`src/rtl/hs32_mem_arbiter_if.sv`:
```
// hs32 memory request bus: fetch port, execute port and single-port backend.
// Modport slave is the arbiter's view; master is the CPU/memory side.
interface hs32_mem_arbiter_if;
  logic [31:0] addr_f;
  logic        reqm_f;
  logic [31:0] dtr_f;
  logic        rdym_f;

  logic [31:0] addr_e;
  logic [31:0] dtw_e;
  logic        rw_e;
  logic        reqm_e;
  logic [31:0] dtr_e;
  logic        rdym_e;

  logic [31:0] mem_addr;
  logic [31:0] mem_dtw;
  logic        mem_we;
  logic        mem_en;
  logic [31:0] mem_dtr;

  modport slave (
    input  addr_f, reqm_f, addr_e, dtw_e, rw_e, reqm_e, mem_dtr,
    output dtr_f, rdym_f, dtr_e, rdym_e, mem_addr, mem_dtw, mem_we, mem_en
  );

  modport master (
    output addr_f, reqm_f, addr_e, dtw_e, rw_e, reqm_e, mem_dtr,
    input  dtr_f, rdym_f, dtr_e, rdym_e, mem_addr, mem_dtw, mem_we, mem_en
  );
endinterface

```
`src/rtl/hs32_mem_arbiter.sv`:
```
// Two-initiator (fetch / execute) arbiter driving a fixed-latency single-port
// memory; alternates grants under contention, one access per LATENCY+3 cycles.
module hs32_mem_arbiter #(
  parameter int          LATENCY  = 1,
  parameter logic [31:0] RESET_PC = 32'h0
) (
  input  logic              clk,
  input  logic              reset,
  hs32_mem_arbiter_if.slave bus
);

  if (LATENCY < 1 || LATENCY > 4) begin : g_bad_latency
    $error("hs32_mem_arbiter: LATENCY must be in 1..4");
  end
  if (RESET_PC[1:0] != 2'b00) begin : g_bad_reset_pc
    $error("hs32_mem_arbiter: RESET_PC must be word aligned");
  end

  typedef enum logic [1:0] {IDLE, ACCESS, WAIT, DONE} state_t;
  typedef enum logic {PORT_F, PORT_E} port_t;

  localparam logic [1:0] CNT_LOAD = 2'(LATENCY - 1);

  state_t      state_q, state_d;
  port_t       last_grant_q, last_grant_d;
  port_t       sel_q, sel_d;
  logic [1:0]  cnt_q, cnt_d;
  logic        rw_q, rw_d;
  logic        rdym_f_q, rdym_f_d;
  logic        rdym_e_q, rdym_e_d;
  logic        mem_en_q, mem_en_d;
  logic        mem_we_q, mem_we_d;
  logic [31:0] dtr_f_q, dtr_f_d;
  logic [31:0] dtr_e_q, dtr_e_d;
  logic [31:0] mem_addr_q, mem_addr_d;
  logic [31:0] mem_dtw_q, mem_dtw_d;
  logic        pick_e;

  always_ff @(posedge clk) begin
    if (!reset) begin
      state_q      <= IDLE;
      last_grant_q <= PORT_F;
      sel_q        <= PORT_F;
      cnt_q        <= 2'd0;
      rw_q         <= 1'b0;
      rdym_f_q     <= 1'b0;
      rdym_e_q     <= 1'b0;
      mem_en_q     <= 1'b0;
      mem_we_q     <= 1'b0;
      dtr_f_q      <= 32'd0;
      dtr_e_q      <= 32'd0;
      mem_addr_q   <= 32'd0;
      mem_dtw_q    <= 32'd0;
    end else begin
      state_q      <= state_d;
      last_grant_q <= last_grant_d;
      sel_q        <= sel_d;
      cnt_q        <= cnt_d;
      rw_q         <= rw_d;
      rdym_f_q     <= rdym_f_d;
      rdym_e_q     <= rdym_e_d;
      mem_en_q     <= mem_en_d;
      mem_we_q     <= mem_we_d;
      dtr_f_q      <= dtr_f_d;
      dtr_e_q      <= dtr_e_d;
      mem_addr_q   <= mem_addr_d;
      mem_dtw_q    <= mem_dtw_d;
    end
  end

  always_comb begin
    state_d      = state_q;
    last_grant_d = last_grant_q;
    sel_d        = sel_q;
    cnt_d        = cnt_q;
    rw_d         = rw_q;
    dtr_f_d      = dtr_f_q;
    dtr_e_d      = dtr_e_q;
    mem_addr_d   = mem_addr_q;
    mem_dtw_d    = mem_dtw_q;
    rdym_f_d     = 1'b0;
    rdym_e_d     = 1'b0;
    mem_en_d     = 1'b0;
    mem_we_d     = 1'b0;
    pick_e       = 1'b0;

    case (state_q)
      IDLE: begin
        if (bus.reqm_f || bus.reqm_e) begin
          // Under contention the port that did not win last time goes next.
          if (bus.reqm_f && bus.reqm_e) pick_e = (last_grant_q == PORT_F);
          else                          pick_e = bus.reqm_e;
          sel_d      = pick_e ? PORT_E : PORT_F;
          mem_addr_d = pick_e ? bus.addr_e : bus.addr_f;
          mem_dtw_d  = bus.dtw_e;
          rw_d       = pick_e & bus.rw_e;
          // Registered outputs: the strobe is visible during ACCESS.
          mem_en_d   = 1'b1;
          mem_we_d   = pick_e & bus.rw_e;
          state_d    = ACCESS;
        end
      end
      ACCESS: begin
        cnt_d        = CNT_LOAD;
        last_grant_d = sel_q;
        state_d      = WAIT;
      end
      WAIT: begin
        if (cnt_q != 2'd0) begin
          cnt_d = cnt_q - 2'd1;
        end else begin
          if (!rw_q) begin
            if (sel_q == PORT_E) dtr_e_d = bus.mem_dtr;
            else                 dtr_f_d = bus.mem_dtr;
          end
          rdym_f_d = (sel_q == PORT_F);
          rdym_e_d = (sel_q == PORT_E);
          state_d  = DONE;
        end
      end
      DONE:    state_d = IDLE;
      default: state_d = IDLE;
    endcase
  end

  assign bus.dtr_f    = dtr_f_q;
  assign bus.rdym_f   = rdym_f_q;
  assign bus.dtr_e    = dtr_e_q;
  assign bus.rdym_e   = rdym_e_q;
  assign bus.mem_addr = mem_addr_q;
  assign bus.mem_dtw  = mem_dtw_q;
  assign bus.mem_we   = mem_we_q;
  assign bus.mem_en   = mem_en_q;

endmodule

```
`src/flat_wrapper.sv`:
```
// flat-port wrapper written by rule: the top's interface ports become plain ports
module hs32_mem_arbiter_flat 
#(
  parameter int          LATENCY  = 1,
  parameter logic [31:0] RESET_PC = 32'h0
)
  (clk, reset, bus_addr_f, bus_reqm_f, bus_addr_e, bus_dtw_e, bus_rw_e, bus_reqm_e, bus_mem_dtr, bus_dtr_f, bus_rdym_f, bus_dtr_e, bus_rdym_e, bus_mem_addr, bus_mem_dtw, bus_mem_we, bus_mem_en);
  hs32_mem_arbiter_if bus_i ();
  input  logic clk;
  input  logic reset;
  input wire logic [$bits(bus_i.addr_f)-1:0] bus_addr_f;
  input wire logic [$bits(bus_i.reqm_f)-1:0] bus_reqm_f;
  input wire logic [$bits(bus_i.addr_e)-1:0] bus_addr_e;
  input wire logic [$bits(bus_i.dtw_e)-1:0] bus_dtw_e;
  input wire logic [$bits(bus_i.rw_e)-1:0] bus_rw_e;
  input wire logic [$bits(bus_i.reqm_e)-1:0] bus_reqm_e;
  input wire logic [$bits(bus_i.mem_dtr)-1:0] bus_mem_dtr;
  output wire logic [$bits(bus_i.dtr_f)-1:0] bus_dtr_f;
  output wire logic [$bits(bus_i.rdym_f)-1:0] bus_rdym_f;
  output wire logic [$bits(bus_i.dtr_e)-1:0] bus_dtr_e;
  output wire logic [$bits(bus_i.rdym_e)-1:0] bus_rdym_e;
  output wire logic [$bits(bus_i.mem_addr)-1:0] bus_mem_addr;
  output wire logic [$bits(bus_i.mem_dtw)-1:0] bus_mem_dtw;
  output wire logic [$bits(bus_i.mem_we)-1:0] bus_mem_we;
  output wire logic [$bits(bus_i.mem_en)-1:0] bus_mem_en;
  assign bus_i.addr_f = bus_addr_f;
  assign bus_i.reqm_f = bus_reqm_f;
  assign bus_i.addr_e = bus_addr_e;
  assign bus_i.dtw_e = bus_dtw_e;
  assign bus_i.rw_e = bus_rw_e;
  assign bus_i.reqm_e = bus_reqm_e;
  assign bus_i.mem_dtr = bus_mem_dtr;
  assign bus_dtr_f = bus_i.dtr_f;
  assign bus_rdym_f = bus_i.rdym_f;
  assign bus_dtr_e = bus_i.dtr_e;
  assign bus_rdym_e = bus_i.rdym_e;
  assign bus_mem_addr = bus_i.mem_addr;
  assign bus_mem_dtw = bus_i.mem_dtw;
  assign bus_mem_we = bus_i.mem_we;
  assign bus_mem_en = bus_i.mem_en;
  hs32_mem_arbiter #(.LATENCY(LATENCY), .RESET_PC(RESET_PC)) u_core (.clk(clk), .reset(reset), .bus(bus_i));
endmodule
```
`config.mk`:
```
export PLATFORM = sky130hd
export DESIGN_NAME = hs32_mem_arbiter_flat
export DESIGN_NICKNAME = d
export VERILOG_FILES = /design/src/rtl/hs32_mem_arbiter_if.sv /design/src/rtl/hs32_mem_arbiter.sv /design/src/flat_wrapper.sv
export SDC_FILE = /design/constraint.sdc
export NUM_CORES = 1
export LEC_CHECK = 0
export BUFFER_PORTS_ARGS = -buffer_cell sky130_fd_sc_hd__buf_4
export CAP_MARGIN = 20
export CORE_MARGIN = 2
export CORE_UTILIZATION = 49
export CTS_CLUSTER_SIZE = 28
export DETAILED_ROUTE_END_ITERATION = 10
export HOLD_SLACK_MARGIN = 0.15
export PLACE_DENSITY_LB_ADDON = 0.2
export SYNTH_ARGS = -nofsm -noshare
export SYNTH_HDL_FRONTEND = slang
export SYNTH_SLANG_ARGS = --single-unit
```
`constraint.sdc`:
```
create_clock -name clk -period 2.3 [get_ports clk]
set_input_delay 0 -clock clk [delete_from_list [all_inputs] [get_ports clk]]
set_output_delay 0 -clock clk [all_outputs]
set_load 0.05 [all_outputs]
```
After elaboration in Yosys (flattened, before gate mapping)

Cells that the tools add are included.

Output and inout port bits: 132
Bits of input ports: 133
Word-level logic and storage cells: 51
Bits in registers: 139

Add/subtract/negate cells: 1
Reduce and logical (&&, ||, !) cells: 13
Eq/ne operators: 6
Bitwise operators: 7
Muxes and demuxes: 11

Operators by type and width:

| cell                                                                     | count |
|---|---|
| 32-bit 2-to-1 mux                                                        | 1 |
| 2-bit one-hot mux with 4 select lines                                    | 1 |
| 2-bit AND reduction                                                      | 4 |
| 4-bit AND reduction                                                      | 2 |
| 2-bit 2-to-1 mux                                                         | 3 |
| 1-bit NOT                                                                | 6 |
| 1-bit 2-to-1 mux                                                         | 5 |
| 2-bit == test (second input constant)                                    | 2 |
| 2-bit by 1-bit inequality test with 1-bit output (second input constant) | 2 |
| 2-bit one-hot mux with 2 select lines                                    | 1 |
| 2-bit nonzero test                                                       | 2 |
| 3-bit AND reduction                                                      | 1 |
| 3-bit OR reduction                                                       | 1 |
| 2-bit by 1-bit == test with 1-bit output (second input constant)         | 1 |
| 2-bit logical NOT                                                        | 1 |
| 2-bit inequality test (second input constant)                            | 1 |
| 2-bit by 1-bit subtractor with 2-bit output (second input constant)      | 1 |
| 1-bit AND                                                                | 1 |
| 1-bit logical AND                                                        | 1 |
| 1-bit logical OR                                                         | 1 |

Longest topological paths before layout

Gate-level depths: netlist (run 1).

Depth in word-level cells: 5
Mapped depth: 7
Mapped depth without buffers: 5

Worst setup path before layout (run 1)

OpenSTA, ideal clock, no wires.

Path kind: register -> register
From: reg u_core.state_q[0]
To: reg u_core.cnt_q[1]
Stages on the path, launching flop included: 6
Slack: 868 ps
Arrival time: 1,362 ps
Library setup time: 70 ps
Path through: dfxtp_1 -> inv_1 -> ha_1 -> and2_1 -> or4b_1 -> a21oi_1

Word-level cells in the longest chain between the ends: 3
Elaborated cells on any way between the ends: 6
Those cells by class: eq/ne (3); mux (1); reduce/logical (2)

RTL lines:

| item                                                                                                           | RTL line               | source |
|---|---|---|
| start: declaration                                                                                             | hs32_mem_arbiter.sv:24 | `state_t state_q, state_d;` |
| start signal: assignment                                                                                       | hs32_mem_arbiter.sv:55 | `state_q <= state_d;` |
| 2-bit == test / 2-bit by 1-bit == test with 1-bit output (equally long branches)                               | hs32_mem_arbiter.sv:87 | `case (state_q)` |
| 2-bit by 1-bit inequality test with 1-bit output (no source line) / 2-bit nonzero test (equally long branches) | --                     |  |
| 2-bit AND reduction (no source line)                                                                           | --                     |  |
| end signal: assignment                                                                                         | hs32_mem_arbiter.sv:58 | `cnt_q <= cnt_d;` |
| end: declaration                                                                                               | hs32_mem_arbiter.sv:27 | `logic [1:0] cnt_q, cnt_d;` |

Parallel ways exist; a longest one is shown, timed or not.
A chain may end at the register's enable or synchronous reset.

Final worst setup path (run 1)

From: reg u_core.state_q[0]
To: reg u_core.mem_addr_q[15], in the netlist u_core.bus.mem_addr[15]

Word-level cells in the longest chain between the ends: 2

RTL lines:

| item                                 | RTL line               | source |
|---|---|---|
| 2-bit logical NOT                    | hs32_mem_arbiter.sv:87 |  |
| 2-bit AND reduction (no source line) | --                     |  |
| end signal: assignment               | hs32_mem_arbiter.sv:66 | `mem_addr_q <= mem_addr_d;` |
| end: declaration                     | hs32_mem_arbiter.sv:35 | `logic [31:0] mem_addr_q, mem_addr_d;` |

Every way passes these cells.

==> impl_results.md, run 1 <==
* Outcome: complete, but fails checks
* Failing checks: negative setup slack
* H-tree lvl count at 4
* Post-synthesis register bit count at 139
* CP required at 2710 ps
* Via/cell ratio at roughly 5.7
* GRT Resource Usage Total at 0.364
* DIE AREA at 0.0115 mm²
* Slowest stage delay, CP at 600 ps
* Critical-path cell list: inv_1, ha_2, o21ai_2, a21oi_1, a21oi_1, dlygate4sd3_1
* Remaining Overflow, GRT at 0
* Pwr/cell area at 1260 mW/mm²
* Combinational share of power at 0.462
* Most frequent CP cell: a21oi_1
* Sequential area share after synthesis at 0.533
* Yosys Warn Count at 0
* Max Slew Vio Count at 0
* Final setup fails at 2
* GP Congestion at roughly 0.81
* Final net count at around 1200
* Mapped Nets at approximately 790
* Adder-Cell Fraction of Synth Area at 0.0168
* Worst Path Max Fanout at 19
* Mapped Area at 0.00522 mm²
* Mux share of post-synthesis cell area at 0.00383
* Diode count at 0
* Worst setup margin at -52.3 ps
* Setup CP Type: register to register
* HPWL after DPL at 11.1 mm
* CP top delay family: compound AO/OA/AOI/OAI gates
* Crit path max-delay cell type: dlygate4sd3_1
* First-pass GRT wire length at 32.8 mm
* Hold Crit Class: input pin to register
* Num CTS Buffers at 17
* CTS Root Cell: clkbuf_8
* Final Instance Area at 0.00922 mm²
* Synthesized area per cell at ~8.0 µm²
* Vias in the first global route at 6723
* Crit path launch type: register
* Netlist cell types at 30
* Max Root-Sink Buffers at 2
* Slew Limit Headroom at 0.333
* CORE AREA at 0.0103 mm²
* Worst-case vdd ir drop at 1.02 mV
* CTS tree: done
* Area growth, synth to finish at 76.6%
* Compound-Gate Fraction of Synth Area at 0.204
* Largest net degree at the start of global routing at 55
* Psw at 0.00506 W
* Clock-pin slew on the worst setup and hold paths at 70 ps
* Fmax achieved at between 0.4 and 0.5 GHz
* Post-Syn Instances at 652
* Worst skew pair latency at 530 ps
* Buffers added on ports at 264
* Initial core utilization at 0.506
* Fin Hold WS at 278 ps
* Largest family of logic cells by synthesized area: compound AO/OA/AOI/OAI gates
* Yosys top cell by area: dfxtp_1
* I/O Pins at 265
* Area post-placement at 0.00720 mm²
* Clock Skew at about 15 ps
* Final Hold Fails at 0
* Flop pwr share at 0.288
* Synth Area in Simple Gates at 0.184
* Routed WL at 23.9 mm
* Drt drc at 0
* CTS Sinks at 139
* DR WL/cell at roughly 20 µm
* Arrival @ worst endpoint at 2760 ps
* Number of cell rows at 37
* Crit end category: register
* Vias post-DR at 6800
* Chip width at 107 µm
* Maxcap violations at 0
* Tmin final at approximately 2400 ps
* Least-Margin Pin Slew at 1000 ps
* DRT Pass-1 Iters at 6
* P_leak at between 4 and 5 nW
* Clock power share at 0.250
* Internal power at roughly 0.0066 W
* Post-Synth XOR/XNOR Area at 0
* Ratio of cells with drive above 1 in the final layout at 0.304
* Buf/Inv on CP at 2
* Ranking of synthesized cells by area: dfxtp_1 (53%), nand2_1 (16%), a21oi_1 (16%), o21ai_1 (2.7%), buf_4 (2.2%)
* Post-route ant nets at 0
* DR iter-0 viols at 690
* Die Span Y at 107 µm
* Area share of the largest cell type after synthesis at 0.533
* Crit share post-route at 1.02
* Initial antenna violation count at 0
* Switching Share at 0.435
* Final-layout fill cell count at 440
[cell families (layout without fill, tap and decap cells)]
group	count (synthesis)	after routing
adders and majority gates	7	7
and+or+nand+nor	242	242
muxes	2	2
DFF	139	139
buffers and inverters	57	453
AOI/OAI and AO/OA	205	206
[through the flow]
step	utilization	instances	TNS [ps]	setup WS, ps	power, W
finish	0.893	1185	-100	-52.3	0.0116
global route	0.893	1185	-104	-76.4	0.0120
CTS	0.888	1179	0	31.1	0.0110
detailed placement	0.697	1013	0	469	0.00773
global placement	0.697	1013	0	569	0.00760
floorplan	-	652	0	868	0.00647
[cells in the final DEF, fill, tap and decap left out, types with 2 or more instances in the layout]
| cell | instances |
|---|---|
| mux2i_1 | 2 |
| clkinv_2 | 4 |
| ha_1 | 6 |
| dfxtp_1 | 139 |
| o21ai_0 | 6 |
| clkinv_4 | 3 |
| buf_4 | 278 |
| nand2_1 | 226 |
| nor2_1 | 6 |
| bufinv_16 | 4 |
| o21ai_1 | 28 |
| clkbuf_16 | 16 |
| a21oi_1 | 163 |
| inv_1 | 6 |
| dlygate4sd3_1 | 134 |
| clkbuf_8 | 4 |
| or4b_1 | 2 |
[state kept, by name, summed over array words and instances (netlist names), 2 cells and up]
name	count
u_core.bus.dtr_e	32
u_core.bus.mem_dtw	32
u_core.cnt_q	2
u_core.state_q	2
u_core.bus.mem_addr	32
u_core.bus.dtr_f	32
[path summary, 6_finish.rpt]
kind	cells past startpoint	from	endpoint	slack [ps]
worst max-delay path	6	u_core.state_q[0]	u_core.bus.mem_addr[15]	-50
worst max register to register	6	u_core.state_q[0]	u_core.bus.mem_addr[15]	-50
worst min register to register	2	u_core.bus.dtr_e[22]	u_core.bus.dtr_e[22]	450
worst min-delay path	4	bus_dtw_e[24]	u_core.bus.mem_dtw[24]	280
[Yosys cell counts (all sizes together)]
library cell    n
dfxtp         139
nand4bb         1
ha              7
mux2i           2
a21oi         163
o21a            2
a22oi           1
a31o            1
nand4b          1
a21boi          1
nor3b           1
or4b            2
o31a            1
and2            1
and4bb          1
nor2            6
clkbuf         19
and4            1
buf            31
and4b           1
nand3           1
a21bo           1
inv             7
o21ai          35
nand2         226
[layer usage]
layer	global-route usage	vias up	part of all wire
met1	0.381	3117	0.33
li1	-	2928	-
met2	0.647	559	0.48
met3	0.0960	196	0.11
met5	0	-	0
met4	0.220	0	0.078
[timing repair]
action                                 4_1_cts  5_1_grt
setup endpoints to repair                    0       18
resized for setup                            0        3
hold buffers                               134        0
endpoints found under the hold margin      135        0
buffers inserted                             0        5
[power groups by stage]
stage          Clock, W  Sequential [W]  Combinational, W
2_1_floorplan         0         0.00493           0.00153
3_3_place_gp          0         0.00326           0.00434
3_5_place_dp          0         0.00329           0.00444
4_1_cts         0.00286         0.00325           0.00488
5_1_grt         0.00302         0.00336           0.00558
6_report        0.00290         0.00335           0.00538
[cell type report]
class,instances,area [µm²],share of cell area
timing repair buffer,414,3460,0.375
inverter,7,26.3,0.00285
tap,136,170,0.0185
sequential,139,2780,0.302
clock inverter,11,166,0.0180
clock buffer,21,459,0.0498
multi-input combinational,457,2160,0.234
[worst min-delay path: stages]
cell           delay, ps
dlygate4sd3_1        530
buf_4                100
nand2_1               40
a21oi_1              100
Power figures use the tool's default switching activity.
==> run 2: changes to the inputs <==
--- a/config.mk
+++ b/config.mk
@@ -8,10 +8,10 @@
 export BUFFER_PORTS_ARGS = -buffer_cell sky130_fd_sc_hd__buf_4
 export CAP_MARGIN = 20
 export CORE_MARGIN = 2
-export CORE_UTILIZATION = 49
+export CORE_UTILIZATION = 41
 export CTS_CLUSTER_SIZE = 28
 export DETAILED_ROUTE_END_ITERATION = 10
-export HOLD_SLACK_MARGIN = 0.15
+export HOLD_SLACK_MARGIN = 0.02
 export PLACE_DENSITY_LB_ADDON = 0.2
 export SYNTH_ARGS = -nofsm -noshare
 export SYNTH_HDL_FRONTEND = slang
==> constraint.sdc (replaced) <==
create_clock -name clk -period 1.9 [get_ports clk]
set_input_delay 0 -clock clk [delete_from_list [all_inputs] [get_ports clk]]
set_output_delay 0 -clock clk [all_outputs]
set_load 0.05 [all_outputs]
==> run 2 against run 1 <==
Effect of this change: the flow now finishes without violations; first-iteration DRC count fell by 40%; clock-buffer cell count increased by 3; combinational power increased by 7.8%; global-route usage down 9.9 points; clock skew is 6.8 ps lower; die area up 19%; power up 10%; worst setup slack better by 310 ps.
==> impl_results.md, run 2 (synthesis results as in run 1) <==
* Outcome: finished clean
* Vias post-DR at 6085 (-11%)
* Min-delay src: reset
* Maxcap violations at 0 (unchanged)
* DRT Pass-1 Iters at 5 (-1)
* Worst setup margin at 261 ps (+314 ps)
* Area growth, synth to finish at 75.1%
* R2R Setup Slk at 260 ps (+310 ps)
* Post-route ant nets at 0 (unchanged)
* CP required at 2240 ps (-470 ps)
* Final net count at 1165 (-0.94%)
* Resized cells post-CTS at 0 (unchanged)
* Final Hold Fails at 0 (unchanged)
* Via/cell ratio at 5.03 (-12%)
* Num CTS Buffers at 17 (unchanged)
* DR iter-0 viols at 415 (-40%)
* CP startpoint: u_core.state_q[0]
* Largest net degree at the start of global routing at 66 (+20%)
* CTS Root Cell: clkbuf_16
* Final setup fails at 0 (-2)
* Final core utilization at 0.730 (-0.163)
* Origin of the critical flop-to-flop path: u_core.state_q[0]
* Initial antenna violation count at 0 (unchanged)
* H-tree lvl count at 4 (unchanged)
* Crit end category: register
* Number of cell rows at 41 (+11%)
* Die Span Y at 117 µm (+9.0%)
* Chip width at 117 µm (+9.0%)
* GRT Resource Usage Total at 0.265 (-0.0992)
* Most frequent cells in the layout: buf_4 (270), nand2_1 (226), a21oi_1 (163), dfxtp_1 (139), dlygate4sd3_1 (129)
* Worst skew pair latency at 410 ps (-120 ps)
* Worst Path Max Fanout at 50 (+31)
* Pwr/cell area at 1400 mW/mm² (+11%)
* GP Congestion at 0.842 (+3.6%)
* Drt drc at 0 (unchanged)
* Max Root-Sink Buffers at 2 (unchanged)
* DR WL/cell at 15.4 µm (-24%)
* Remaining Overflow, GRT at 0 (unchanged)
* Arrival @ worst endpoint at 1980 ps (-780 ps)
* Max Slew Vio Count at 0 (unchanged)
* First-pass GRT wire length at 28.1 mm (-14%)
* Reg-to-reg endpoint: u_core.bus.mem_addr[16]
* Fin Hold WS at 44.4 ps (-233 ps)
* DIE AREA at 0.0137 mm² (+19%)
* HPWL after DPL at 10.7 mm (-3.1%)
* Buffers added on ports at 264 (unchanged)
* CTS Sinks at 139 (unchanged)
* Fmax achieved at 0.610 GHz (+44%)
* Crit share post-route at 0.862 (-0.160)
* Most common cell after layout, fill and taps aside: buf_4
* CTS tree: done
* Slew Limit Headroom at 0.555 (+0.222)
* I/O Pins at 265 (unchanged)
* Vias in the first global route at 5993 (-11%)
* Clock Skew at 8.03 ps (-6.78 ps)
* Routed WL at 18.6 mm (-22%)
* Clock-pin slew on the worst setup and hold paths at 60 ps (about the same)
* Tmin final at 1640 ps (-714 ps)
* RSZ-0062 raised after global routing: false
* Post-CTS setup buffers at 0 (unchanged)
* Ratio of cells with drive above 1 in the final layout at 0.298 (-0.00612)
* Reg2reg path depth at 6 (unchanged)
* CORE AREA at 0.0125 mm² (+21%)
* Setup crit end: u_core.bus.mem_addr[16]
* Worst-case vdd ir drop at 0.865 mV (-16%)
* Area post-placement at 0.00729 mm² (+1.3%)
* Hold Crit Class: input pin to register
* Least-Margin Pin Slew at 667 ps (-332 ps)
* Initial core utilization at 0.417 (-0.0886)
* Final Instance Area at 0.00914 mm² (-0.87%)
* Setup TNS at 0 ps (+100 ps)
* P_leak at 4.01 nW (-3.1%)
* Dpl ws at 301 ps (-167 ps)
* Setup CP Type: register to register
* Crit path launch type: register
run 2: cell count changes in the layout (fill, tap and decap cells not counted), moves of 2 or more:
cell	change
buf_12	+4
buf_4	-8
bufinv_16	-3
clkbuf_1	+2
clkinv_4	-3
clkinvlp_4	+2
dlygate4sd3_1	-5
run 2: cell type report:
cell class | count | area (µm²)
Antenna cell | 1 | 2.50
Clock buffer | 24 | 492
Fill cell | 920 | 3370
Tap cell | 172 | 215
Multi-Input combinational cell | 456 | 2140
Sequential cell | 139 | 2780
Inverter | 7 | 26.3
Timing Repair Buffer | 404 | 3420
Clock inverter | 7 | 65.1
run 2: worst min path at each step:
stage                                          to  slack [ps]  depth (start not counted)
after floorplan           u_core.bus.mem_addr[17]         130                          2
after global placement    u_core.bus.mem_addr[14]         250                          3
after detailed placement    u_core.bus.mem_dtw[5]         260                          3
after CTS                  u_core.bus.mem_addr[2]          30                          3
after global routing       u_core.bus.mem_addr[1]          60                          3
final                     u_core.bus.mem_addr[12]          40                          3
run 2: repair_timing:
item,CTS,global route
hold buffers,129,0
endpoints found under the setup margin,0,0
hold endpoints to repair,130,0
run 2: metrics by stage:
step	total power, W	std cells
floorplan	0.00783	652
CTS	0.0128	1209
global route	0.0135	1209
finish	0.0128	1210
global placement	0.00933	1049
detailed placement	0.00947	1049
run 2: critical path: stages, from the launching register on:
cell     delay, ps
dfxtp_1        350
inv_1          100
ha_1           280
o21ai_4        240
buf_12         300
a21oi_1        110
a21oi_1        170
run 2: where the power goes:
| part | internal [W] | leakage (nW) | switching (W) |
|---|---|---|---|
| Sequential | 0.00356 | 1.14 | 0.000380 |
| Clock | 0.00192 | 0.272 | 0.00118 |
| Combinational | 0.00187 | 2.60 | 0.00393 |
| Total | 0.00736 | 4.01 | 0.00549 |
run 2: metal layers:
metal | track usage | vias up | wire length [µm]
met2 | 0.461 | 277 | 9280
met5 | 0 | - | 0
met3 | 0.0814 | 79 | 1330
met1 | 0.279 | 2829 | 7050
li1 | - | 2900 | -
met4 | 0.165 | 0 | 940
